===== config.mk =====
export PLATFORM = sky130hd
export DESIGN_NAME = demux_1_5_stream_flat
export DESIGN_NICKNAME = d
export VERILOG_FILES = /design/src/rtl/demux_1_5_stream_pkg.sv /design/src/rtl/demux_1_5_stream_if.sv /design/src/rtl/demux_1_5_stream_ch_slot.sv /design/src/rtl/demux_1_5_stream.sv /design/src/flat_wrapper.sv
export SDC_FILE = /design/constraint.sdc
export NUM_CORES = 1
export LEC_CHECK = 0
export ABC_AREA = 0
export BUFFER_PORTS_ARGS = -buffer_cell sky130_fd_sc_hd__buf_2
export CORE_MARGIN = 2
export CORE_UTILIZATION = 45
export CTS_BUF_LIST = sky130_fd_sc_hd__clkbuf_16
export CTS_CLUSTER_DIAMETER = 50
export DETAILED_ROUTE_END_ITERATION = 10
export PLACE_DENSITY_LB_ADDON = 0.25
export SLEW_MARGIN = 40
export SYNTH_ARGS = -nofsm -noshare
export SYNTH_HDL_FRONTEND = slang
export SYNTH_HIERARCHICAL = 1
export SYNTH_SLANG_ARGS = --single-unit

===== constraint.sdc =====
create_clock -name clk -period 1.7 [get_ports clk]
set_input_delay 0.17 -clock clk [delete_from_list [all_inputs] [get_ports clk]]
set_output_delay 0.17 -clock clk [all_outputs]
set_load 0.02 [all_outputs]

===== src/rtl/demux_1_5_stream_pkg.sv =====
// Shared constants, channel state type and select helper for the 1:5 stream demux.
package demux_pkg;
    localparam int N_CH  = 5;
    localparam int SEL_W = 3;

    typedef enum logic {CH_EMPTY, CH_FULL} ch_state_t;

    // Selects at or above N_CH address no channel; such beats are dropped.
    function automatic logic sel_is_valid(input logic [SEL_W-1:0] sel);
        return sel < SEL_W'(N_CH);
    endfunction
endpackage


===== src/rtl/demux_1_5_stream_if.sv =====
// Producer/consumer bundle for demux_1_5_stream.
//   in_valid/in_ready/in_data/in_sel : single producer side
//   out_valid/out_ready/out_data     : N_CH consumer channels, channel k at [k*DATA_W +: DATA_W]
//   drop_pulse/drop_cnt              : invalid-select drop reporting
// slave modport is the demux view, master is the environment view.
interface demux_1_5_stream_if
    import demux_pkg::*;
#(
    parameter int DATA_W = 8,
    parameter int CNT_W  = 8
);
    logic                   in_valid;
    logic                   in_ready;
    logic [DATA_W-1:0]      in_data;
    logic [SEL_W-1:0]       in_sel;
    logic [N_CH-1:0]        out_valid;
    logic [N_CH-1:0]        out_ready;
    logic [N_CH*DATA_W-1:0] out_data;
    logic                   drop_pulse;
    logic [CNT_W-1:0]       drop_cnt;

    modport slave (
        input  in_valid, in_data, in_sel, out_ready,
        output in_ready, out_valid, out_data, drop_pulse, drop_cnt
    );

    modport master (
        output in_valid, in_data, in_sel, out_ready,
        input  in_ready, out_valid, out_data, drop_pulse, drop_cnt
    );
endinterface


===== src/rtl/demux_1_5_stream_ch_slot.sv =====
// One-entry holding slot for a single output channel.
//   clk, rst   : clock, async active-high reset
//   load       : capture load_data this cycle
//   load_data  : beat to capture
//   out_ready  : consumer takes the held beat
//   out_valid  : slot full
//   out_data   : held beat; keeps its last value after drain
module demux_ch_slot
    import demux_pkg::*;
#(
    parameter int DATA_W = 8
) (
    input  logic              clk,
    input  logic              rst,
    input  logic              load,
    input  logic [DATA_W-1:0] load_data,
    input  logic              out_ready,
    output logic              out_valid,
    output logic [DATA_W-1:0] out_data
);
    ch_state_t state_q, state_d;

    always_ff @(posedge clk or posedge rst) begin
        if (rst) state_q <= CH_EMPTY;
        else     state_q <= state_d;
    end

    // A load while full and draining stays FULL: the new beat replaces the old one.
    always_comb begin
        state_d = state_q;
        case (state_q)
            CH_EMPTY: if (load)                state_d = CH_FULL;
            CH_FULL:  if (out_ready && !load)  state_d = CH_EMPTY;
            default:                           state_d = CH_EMPTY;
        endcase
    end

    always_comb begin
        out_valid = (state_q == CH_FULL);
    end

    // Upstream only loads when the slot is empty or draining, so data never
    // changes under a stalled valid.
    always_ff @(posedge clk or posedge rst) begin
        if (rst)       out_data <= '0;
        else if (load) out_data <= load_data;
    end
endmodule


===== src/rtl/demux_1_5_stream.sv =====
// Registered 1:5 stream demultiplexer.
//   clk, rst : clock, async active-high reset
//   bus      : demux_1_5_stream_if slave modport (input beat + select, five
//              output channels with valid/ready, drop pulse and saturating count)
// A beat whose select names no channel is always accepted, dropped and counted.
module demux_1_5_stream
    import demux_pkg::*;
#(
    parameter int DATA_W = 8,
    parameter int CNT_W  = 8
) (
    input  logic                 clk,
    input  logic                 rst,
    demux_1_5_stream_if.slave    bus
);
    localparam int SEL_SPAN = 2**SEL_W;

    logic                          sel_ok;
    logic                          accept;
    logic                          drop;
    logic [SEL_SPAN-1:0]           vld_pad;
    logic [SEL_SPAN-1:0]           rdy_pad;
    logic [N_CH-1:0]               load;
    logic [N_CH-1:0]               ch_vld;
    logic [N_CH-1:0][DATA_W-1:0]   ch_data;
    logic                          drop_pulse_q;
    logic [CNT_W-1:0]              drop_cnt_q;

    assign sel_ok = sel_is_valid(bus.in_sel);

    // Zero-extend to the full select range so any in_sel indexes in bounds.
    assign vld_pad = SEL_SPAN'(ch_vld);
    assign rdy_pad = SEL_SPAN'(bus.out_ready);

    // Only the destination slot can stall a beat.
    assign bus.in_ready = sel_ok ? (!vld_pad[bus.in_sel] || rdy_pad[bus.in_sel]) : 1'b1;
    assign accept       = bus.in_valid && bus.in_ready;
    assign drop         = accept && !sel_ok;

    for (genvar k = 0; k < N_CH; k++) begin : g_ch
        assign load[k] = accept && sel_ok && (bus.in_sel == SEL_W'(k));

        demux_ch_slot #(.DATA_W(DATA_W)) u_slot (
            .clk       (clk),
            .rst       (rst),
            .load      (load[k]),
            .load_data (bus.in_data),
            .out_ready (bus.out_ready[k]),
            .out_valid (ch_vld[k]),
            .out_data  (ch_data[k])
        );
    end

    assign bus.out_valid = ch_vld;
    assign bus.out_data  = ch_data;

    always_ff @(posedge clk or posedge rst) begin
        if (rst) begin
            drop_pulse_q <= 1'b0;
            drop_cnt_q   <= '0;
        end else begin
            drop_pulse_q <= drop;
            if (drop && (drop_cnt_q != '1)) drop_cnt_q <= drop_cnt_q + 1'b1;
        end
    end

    assign bus.drop_pulse = drop_pulse_q;
    assign bus.drop_cnt   = drop_cnt_q;
endmodule

===== src/flat_wrapper.sv =====
// flat-port wrapper written by rule: the top's interface ports become plain ports
module demux_1_5_stream_flat import demux_pkg::*;
#(
    parameter int DATA_W = 8,
    parameter int CNT_W  = 8
)
  (clk, rst, bus_in_valid, bus_in_data, bus_in_sel, bus_out_ready, bus_in_ready, bus_out_valid, bus_out_data, bus_drop_pulse, bus_drop_cnt);
  demux_1_5_stream_if #(.DATA_W(DATA_W), .CNT_W(CNT_W)) bus_i ();
  input  logic clk;
  input  logic rst;
  input wire logic [$bits(bus_i.in_valid)-1:0] bus_in_valid;
  input wire logic [$bits(bus_i.in_data)-1:0] bus_in_data;
  input wire logic [$bits(bus_i.in_sel)-1:0] bus_in_sel;
  input wire logic [$bits(bus_i.out_ready)-1:0] bus_out_ready;
  output wire logic [$bits(bus_i.in_ready)-1:0] bus_in_ready;
  output wire logic [$bits(bus_i.out_valid)-1:0] bus_out_valid;
  output wire logic [$bits(bus_i.out_data)-1:0] bus_out_data;
  output wire logic [$bits(bus_i.drop_pulse)-1:0] bus_drop_pulse;
  output wire logic [$bits(bus_i.drop_cnt)-1:0] bus_drop_cnt;
  assign bus_i.in_valid = bus_in_valid;
  assign bus_i.in_data = bus_in_data;
  assign bus_i.in_sel = bus_in_sel;
  assign bus_i.out_ready = bus_out_ready;
  assign bus_in_ready = bus_i.in_ready;
  assign bus_out_valid = bus_i.out_valid;
  assign bus_out_data = bus_i.out_data;
  assign bus_drop_pulse = bus_i.drop_pulse;
  assign bus_drop_cnt = bus_i.drop_cnt;
  demux_1_5_stream #(.DATA_W(DATA_W), .CNT_W(CNT_W)) u_core (.clk(clk), .rst(rst), .bus(bus_i));
endmodule

======== After elaboration in Yosys (flattened, before gate mapping) ========
Index checks and enable logic that the tools add are counted.
word-level totals
  word-level logic and storage cells ...... 68
  flip-flop bits (word level) ............. 54
  output and inout port bits .............. 55
  input port bits ......................... 19
operators by class
  add/sub/neg operators ................... 1
  equality and inequality tests ........... 5
  bitwise gates (word level) .............. 5
  $lt $le $gt $ge ......................... 2
  muxes and demuxes ....................... 20
  reductions and logical operators ........ 23
operators with widths
  cell                   number
  $logic_and A1 B1 Y1    14
  $mux W1                13
  $pmux W1 S2            5
  $add A8 B1 Y8 const B  1
  $ne A8 B8 Y1 const B   1
  $logic_not A1 Y1       7
  $bmux W1 S3            2
  $eq A3 B2 Y1 const B   2
  $not A1 Y1             5
  $lt A3 B4 Y1 const B   1
  $eq A3 B1 Y1 const B   1
  $eq A3 B3 Y1 const B   1
  $logic_not A3 Y1       1
  $lt A3 B3 Y1 const B   1
  $logic_or A1 B1 Y1     1

======== Depth between registers and ports, before layout ========
Gate-level depths: netlist (run 1).
  word-level depth ........................ 12
  gate-level depth with buffers ........... 6
  gate-level depth less buffers ........... 4

======== Cells and area by module ========
The synthesis (run 1) kept the hierarchy.
by module, submodules not included
  module            sequential area each (µm²)  cells each  area an instance (µm²)  times used
  demux_ch_slot     225.2                       21          372.9                   5
  demux_1_5_stream  225.2                       63          645.6                   1

======== Worst setup path after synthesis (run 1) ========
OpenSTA, ideal clock, no wires.
  path type ............................... reg2reg
  from .................................... reg u_core.drop_cnt_q[0], in the netlist u_core/bus.drop_cnt[0]
  to ...................................... reg u_core.drop_cnt_q[1], in the netlist u_core/bus.drop_cnt[1]
  arrival time ............................ 1415 ps
  path buffers ............................ 0
  data required time ...................... 1575 ps
  path slack .............................. 160 ps
  clock period less this slack ............ 1540 ps
  stages on the path, launching flop included .. 5
  library setup time ...................... 125 ps
  cell sequence ........................... dfrtp_1 -> ha_1 -> and3_1 -> a21o_1 -> mux2_4
on the way
  cells in the longest elaborated chain, start to end .. 2
  elaborated cells between the ends (all ways) .. 3
  classes of those cells .................. 1 x add/sub; 1 x eq/ne; 1 x reduce/logical
ends and longest elaborated chain
  element                                                                line                    RTL
  start, declared                                                        demux_1_5_stream.sv:27  logic [CNT_W-1:0] drop_cnt_q;
  start signal, assigned                                                 demux_1_5_stream.sv:63  if (drop && (drop_cnt_q != '1)) drop_cnt_q <= drop_cnt_q + 1'b1;
  parallel branches: the longest is 2 deep, another holds $add A8 B1 Y8  n/a
Several ways; the timed one is not identified.
A chain may end at the register's enable or synchronous reset.

======== Final worst setup path (run 1) ========
  from .................................... reg u_core.g_ch[3].u_slot.state_q
  to ...................................... out bus_in_ready
on the way
  cells in the longest elaborated chain, start to end .. 5
ends and longest elaborated chain
  element                        line                            RTL
  start, declared                demux_1_5_stream_ch_slot.sv:21  ch_state_t state_q, state_d;
  start signal, assigned         demux_1_5_stream_ch_slot.sv:25  else state_q <= state_d;
  $bmux W1 S3                    demux_1_5_stream.sv:36          assign bus.in_ready = sel_ok ? (!vld_pad[bus.in_sel] || rdy_pad[bus.in_sel]) : 1'b1;
  $mux W1 (implied by the code)  demux_1_5_stream.sv:36
  $logic_not A1 Y1               demux_1_5_stream.sv:36
  $logic_or A1 B1 Y1             demux_1_5_stream.sv:36
  $mux W1                        demux_1_5_stream.sv:36
  end, declared                  flat_wrapper.sv:15              output wire logic [$bits(bus_i.in_ready)-1:0] bus_in_ready;
Every way passes these cells. The select of a mux whose other input is x is not followed.

==> impl_metrics.toml, run 1 <==
[clocking]
clock_latency_ns = 0.30
cts.sinks = 54
cts_buffers = 5
root_buffer = "clkbuf_16"
clk_path_buf_depth = 2
htree_levels = 2
cts_tree = "yes"
path_clk_slew_ns = 0.06

[synth]
synth_cells = 168
synth-simple-area-share_pct = 5.03
synth_xor_area_share_pct = 1.40
syn_avg_cell_area_um2 = 14.9
synth_nets = 188
ys_warn_count = 6
synth.distinct_cells = 33
synth_top_family_by_area = "multiplexers"
ys_seq_area_share_pct = 53.8
synth_adder_area_share_pct = 0.499
synth_seq_cells = 54
synth_compound_area_share_pct = 7.98
syn-cell-area_um2 = 2510
muxShareOfSynthArea_pct = 26.6

[floorplanning]
fp-row-count = 27
coreArea_um2 = 5440
dieArea_um2 = 6190
dieWidth_um = 78.7
start_util_pct = 46.1
io_pins = 74
chipHeight_um = 78.7

[setup_path]
arrival_ns = 1.45
end_kind = "output port"
path_max_fanout = 4
startpoint_type = "flop"
crit_required_ns = 1.53
worstSetupPathType = "flop to output port"
r2r_cells = 5

[final_layout]
ff_latch_area_um2 = 1350
multi_input_area_um2 = 1060
fillCellCount = 452
syn_to_final_growth_pct = 26.8
fin_nets = 270
post-route-util_pct = 58.5
layout-drive-gt1-share_pct = 56.2
diodes = 0
finalNonFillerCells = 323

[sta]
post-route-period-util_pct = 95.2
relSlewSlack_pct = 74.5
worstMarginPinSlew_ns = 0.382
min_period_ns = 1.62
max_freq_mhz = 618
slew_violations = 0
setup_viol = 0
hold_viol = 0
finalClockSkew_ns = 0.00825

[power_and_ir_drop]
total_power_uw = 4310
ir_drop_mv = 0.578
p_int_uw = 2890
p_leak_uw = 0.00163
power_switching_share_pct = 32.8
pwr-share-clk_pct = 27.2
power_frac_seq_pct = 42.2
p_switching_uw = 1410
p_comb_share_pct = 30.7
powerDensity_nw_per_um2 = 1350

[worst_hold_path]
hold_class = "input pin to flop"
min_delay_path_depth = 3

[global_routing]
antenna_found_initial = 0
grt_pass1_wl_um = 8450
gr-usage-all-layers_pct = 18.1
grt_max_degree = 19
grt_pass1_vias = 1576
overflow = 0

[placed_design]
portBuffers = 73
routabilityCongestion = 0.792
hpwl_um = 4030
dp.cells = 314

[detailed_routing]
vias = 1620
routed_via_density = 5.02
finalWirelength_um = 5330
drtAntennaViolNets = 0
drc = 0
wire_per_inst_um = 16.5
dr.pass1.iters = 4
initialDrtViolationCount = 60

[status]
status = "completed"

[job]
maxCapViolations = 0
-- flip-flops by register name, indices dropped and copies added, names as in the netlist --
name                          cells
u_core/g_ch.u_slot/out_data      40
u_core/bus.drop_cnt               8
u_core/g_ch.u_slot/out_valid      5
u_core/bus.drop_pulse             1
-- routing by layer --
layer / wire length [um] / GRT usage [%] / vias to the layer above / part of all wire (%)
li1: - / - / 754 / -
met1: 2380 / 24.7 / 820 / 45
met2: 2590 / 28.3 / 41 / 49
met3: 285 / 4.60 / 5 / 5.3
met4: 69 / 5.79 / 0 / 1.3
met5: 0 / 0 / - / 0
-- cell usage after synthesis --
cell | n | area share, %
dfrtp_1 | 54 | 54
mux2_4 | 41 | 25
inv_1 | 13 | 1.9
a21o_2 | 5 | 1.7
buf_6 | 5 | 2.2
a21oi_1 | 4 | 0.80
nand2b_1 | 4 | 1.0
nand3_1 | 4 | 0.80
mux2i_1 | 3 | 1.2
nand2_1 | 3 | 0.45
nor2b_1 | 3 | 0.75
xor2_1 | 3 | 1.0
a211oi_1 | 2 | 0.60
nor2_1 | 2 | 0.30
nor3_1 | 2 | 0.40
o2111a_1 | 2 | 0.90
o32ai_2 | 2 | 1.3
a2111oi_0 | 1 | 0.35
a2111oi_1 | 1 | 0.40
a211oi_2 | 1 | 0.50
a21o_1 | 1 | 0.30
and3_1 | 1 | 0.25
and4_1 | 1 | 0.35
and4bb_1 | 1 | 0.50
buf_4 | 1 | 0.30
ha_1 | 1 | 0.50
inv_2 | 1 | 0.15
mux2_1 | 1 | 0.45
mux2_2 | 1 | 0.45
o211ai_4 | 1 | 0.85
o22ai_1 | 1 | 0.25
or3_1 | 1 | 0.25
xnor2_1 | 1 | 0.35
-- path summary, 6_finish.rpt --
check | startpoint | slack [ns] | to
worst max-delay path | u_core/g_ch[3].u_slot/out_valid | 0.08 | bus_in_ready
worst min-delay path | bus_out_ready[2] | 0.16 | u_core/g_ch[2].u_slot/out_valid
worst max register to register | u_core/g_ch[3].u_slot/out_valid | 0.08 | u_core/g_ch[2].u_slot/out_data[0]
worst min register to register | u_core/g_ch[2].u_slot/out_data[0] | 0.51 | u_core/g_ch[2].u_slot/out_data[0]
max in group asynchronous | rst | 0.99 | u_core/g_ch[2].u_slot/out_data[4]
min in group asynchronous | rst | 0.42 | u_core/g_ch[4].u_slot/out_data[5]
-- kinds of logic (layout without fill, tap and decap cells) --
logic type	count (synthesis)	count (layout)
compound gates	21	21
buf+inv	20	103
xor+xnor	4	4
flops	54	54
fa+ha+maj	1	1
simple gates	22	22
mux	46	46
-- area by class of cell --
cell class	count	area share [%]
inverters	14	1.65
clock inverters	3	1.49
flip-flops and latches	54	42.5
clock buffers	5	3.93
multi-input cells	94	33.3
well taps	72	2.83
repair buffers	81	14.3
-- critical path, cell delays in order, from the launching register on --
cell and delay, ns:
dfrtp_1 0.40, mux2i_1 0.24, o32ai_4 0.15, o22ai_1 0.19
buf_2 0.19
-- power groups by stage --
stage	Sequential [uW]	Combinational, uW	Clock (uW)
floorplan	2170	515	0
global placement	1840	1290	0
detailed placement	1830	1330	0
CTS	1820	1330	1190
global route	1850	1400	1260
finish	1820	1320	1170
-- cells in the final DEF, fill, tap and decap left out, types with 2 or more instances in the layout --
master / synthesis / final
buf_2: 0 / 73
dfrtp_1: 54 / 54
mux2_4: 41 / 41
inv_1: 13 / 13
clkbuf_16: 0 / 5
a21o_2: 5 / 5
a21oi_1: 4 / 4
nand3_1: 4 / 4
nand2b_1: 4 / 4
buf_4: 1 / 4
nand2_1: 3 / 3
xor2_1: 3 / 3
mux2i_1: 3 / 3
nor2b_1: 3 / 3
a211oi_1: 2 / 2
nor2_1: 2 / 2
nor3_1: 2 / 2
o2111a_1: 2 / 2
buf_12: 0 / 2
-- repair_timing --
action / in CTS / in global routing
hold endpoints to repair: 54 / 0
setup endpoints to repair: 0 / 4
hold buffers: 1 / 0
setup buffers: 0 / 0
gates resized for setup: 0 / 4
-- metrics by stage --
stage	cell area [um2]	hold WS [ns]	worst slack (ns)	TNS, ns
6_report	3180	0.158	0.0808	0
5_1_grt	3180	0.180	-0.0100	-0.0134
4_1_cts	3160	0.155	0.0816	0
3_5_place_dp	2980	0.203	0.0385	0
3_3_place_gp	2980	0.196	0.0707	0
2_1_floorplan	2510	-0.00208	0.160	0
Note: power is estimated with default switching activity, not from simulation.
==> inputs of run 2 (changes only) <==
SETUP_SLACK_MARGIN = 0.1   (was not set)
==> run 2 against run 1 <==
  * Setup slack better by 0.027 ns
  * Count of clock-buffer cells in the layout unchanged
  * Total power up 0.28%
  * Routed wire length up 1.9%
  * First-iteration DRC count up 6.7%
  * Clock skew about the same
  * Sequential power about the same
  * Utilization up 1.0 points
  * Non-clock buffer count up 4
  * Register-to-register slack better by 0.03 ns
  * Worst hold slack about the same
  * Via count up 1.2%
==> impl_metrics.toml, run 2 (synthesis results as in run 1) <==
[final_layout]
mostFrequentLayoutCell = "buf_2"
layout-drive-gt1-share_pct = 58.0
ff_latch_area_um2 = 1350
fin_nets = 274
multi_input_area_um2 = 1070
top_register = "u_core/g_ch.u_slot/out_data"
largest_reg_flops = 40
syn_to_final_growth_pct = 29.1
finalNonFillerCells = 327
fillCellCount = 444
diodes = 0
layout_common_cells = "72 x buf_2, 54 x dfrtp_1, 41 x mux2_4"

[power_and_ir_drop]
power_frac_seq_pct = 42.0
total_power_uw = 4320
ir_drop_mv = 0.579
power_switching_share_pct = 32.8
powerDensity_nw_per_um2 = 1330
p_comb_share_pct = 30.9
p_int_uw = 2900
pwr-share-clk_pct = 27.1
p_switching_uw = 1420
p_leak_uw = 0.00165

[global_routing]
grt_pass1_wl_um = 8490
overflow = 0
gr-usage-all-layers_pct = 18.2
grt_pass1_vias = 1581
antenna_found_initial = 0
grt_max_degree = 19

[detailed_routing]
drc = 0
routed_via_density = 5.02
dr.pass1.iters = 4
drtAntennaViolNets = 0
initialDrtViolationCount = 64
wire_per_inst_um = 16.6
vias = 1640
finalWirelength_um = 5440

[sta]
rsz0062_at_grt = "yes"
max_freq_mhz = 628
post-route-period-util_pct = 93.7
finalClockSkew_ns = 0.00859
worstMarginPinSlew_ns = 0.397
slew_violations = 0
relSlewSlack_pct = 73.5
setup_viol = 0
tns_ns = 0
min_period_ns = 1.59
hold_viol = 0

[placed_design]
hpwl_um = 4030
routabilityCongestion = 0.792
portBuffers = 73
dp.cells = 314

[floorplanning]
dieWidth_um = 78.7
fp-row-count = 27
coreArea_um2 = 5440
start_util_pct = 46.1
io_pins = 74
chipHeight_um = 78.7
dieArea_um2 = 6190

[setup_path]
crit_required_ns = 1.53
end_kind = "output port"
arrival_ns = 1.42
slowest_delay_ns = 0.38
cp_slowest_cell = "dfrtp_1"
worstSetupPathType = "flop to output port"
path_delay_family = "compound AO/OA/AOI/OAI gates"
r2r_cells = 5
worst-path-stages = 4
startpoint_type = "flop"
path_max_fanout = 4
crit_buf_inv = 2
crit_chain = "inv_1 -> o32ai_4 -> o22ai_1 -> buf_4"

[status]
status = "completed"

[clocking]
htree_levels = 2
cts_tree = "yes"
path_clk_slew_ns = 0.06
cts_buffers = 5
clock_latency_ns = 0.30
root_buffer = "clkbuf_16"
clk_path_buf_depth = 2
cts.sinks = 54

[job]
maxCapViolations = 0

[worst_hold_path]
min_delay_path_depth = 3
hold_class = "input pin to flop"
==> run 2: power groups by stage <==
stage               registers [uW]  clock network (uW)  logic [uW]
floorplan                     2170                   0         515
global placement              1840                   0        1290
detailed placement            1830                   0        1330
CTS                           1820                1190        1330
global route                  1850                1260        1410
finish                        1820                1170        1330
==> run 2: timing repair <==
item                                    CTS  global route
hold buffers                              1             0
pin swaps                                 0             2
setup buffers                             0             3
resized for setup                         3            10
endpoints found under the hold margin    54             0
cloned                                    0             1
endpoints found under the setup margin    1            26
==> run 2: area by class of cell <==
type / count / area share (%)
multi-input combinational: 94 / 33.1
sequential: 54 / 41.7
tap: 72 / 2.78
clock inverter: 3 / 1.47
timing repair buffer: 85 / 15.4
inverter: 14 / 1.62
clock buffer: 5 / 3.86
==> run 2: worst paths after layout <==
path | startpoint | endpoint | slack, ns
max in group asynchronous | rst | u_core/g_ch[2].u_slot/out_data[4] | 0.98
hold reg to reg | u_core/g_ch[2].u_slot/out_data[0] | u_core/g_ch[2].u_slot/out_data[0] | 0.51
min in group asynchronous | rst | u_core/g_ch[4].u_slot/out_data[5] | 0.42
setup / recovery | u_core/g_ch[4].u_slot/out_valid | bus_in_ready | 0.11
setup reg to reg | u_core/g_ch[3].u_slot/out_valid | u_core/g_ch[2].u_slot/out_data[4] | 0.11
hold / removal | bus_out_ready[2] | u_core/g_ch[2].u_slot/out_valid | 0.16
==> run 2: per-stage QoR <==
stage	util [%]	setup slack (ns)	hold WS [ns]	instance area, um2
floorplan	-	0.160	-0.00208	2510
global placement	54.8	0.0707	0.196	2980
detailed placement	54.8	0.0385	0.203	2980
CTS	58.5	0.102	0.155	3180
global route	59.6	0.0326	0.181	3240
finish	59.6	0.107	0.158	3240
==> run 2: layer usage <==
layer  routed length, um  vias up  GRT usage [%]
met5                   0        -              0
met3                 287        5           4.60
met1                2400      829           24.9
li1                    -      763              -
met2                2670       43           28.3
met4                  69        0           5.79
==> run 2: worst reg2reg max path: stages, from the launching register on <==
cell,delay [ns]
dfrtp_1,0.40
mux2i_2,0.21
o32ai_4,0.15
a21oi_1,0.21
buf_6,0.20
mux2_4,0.31
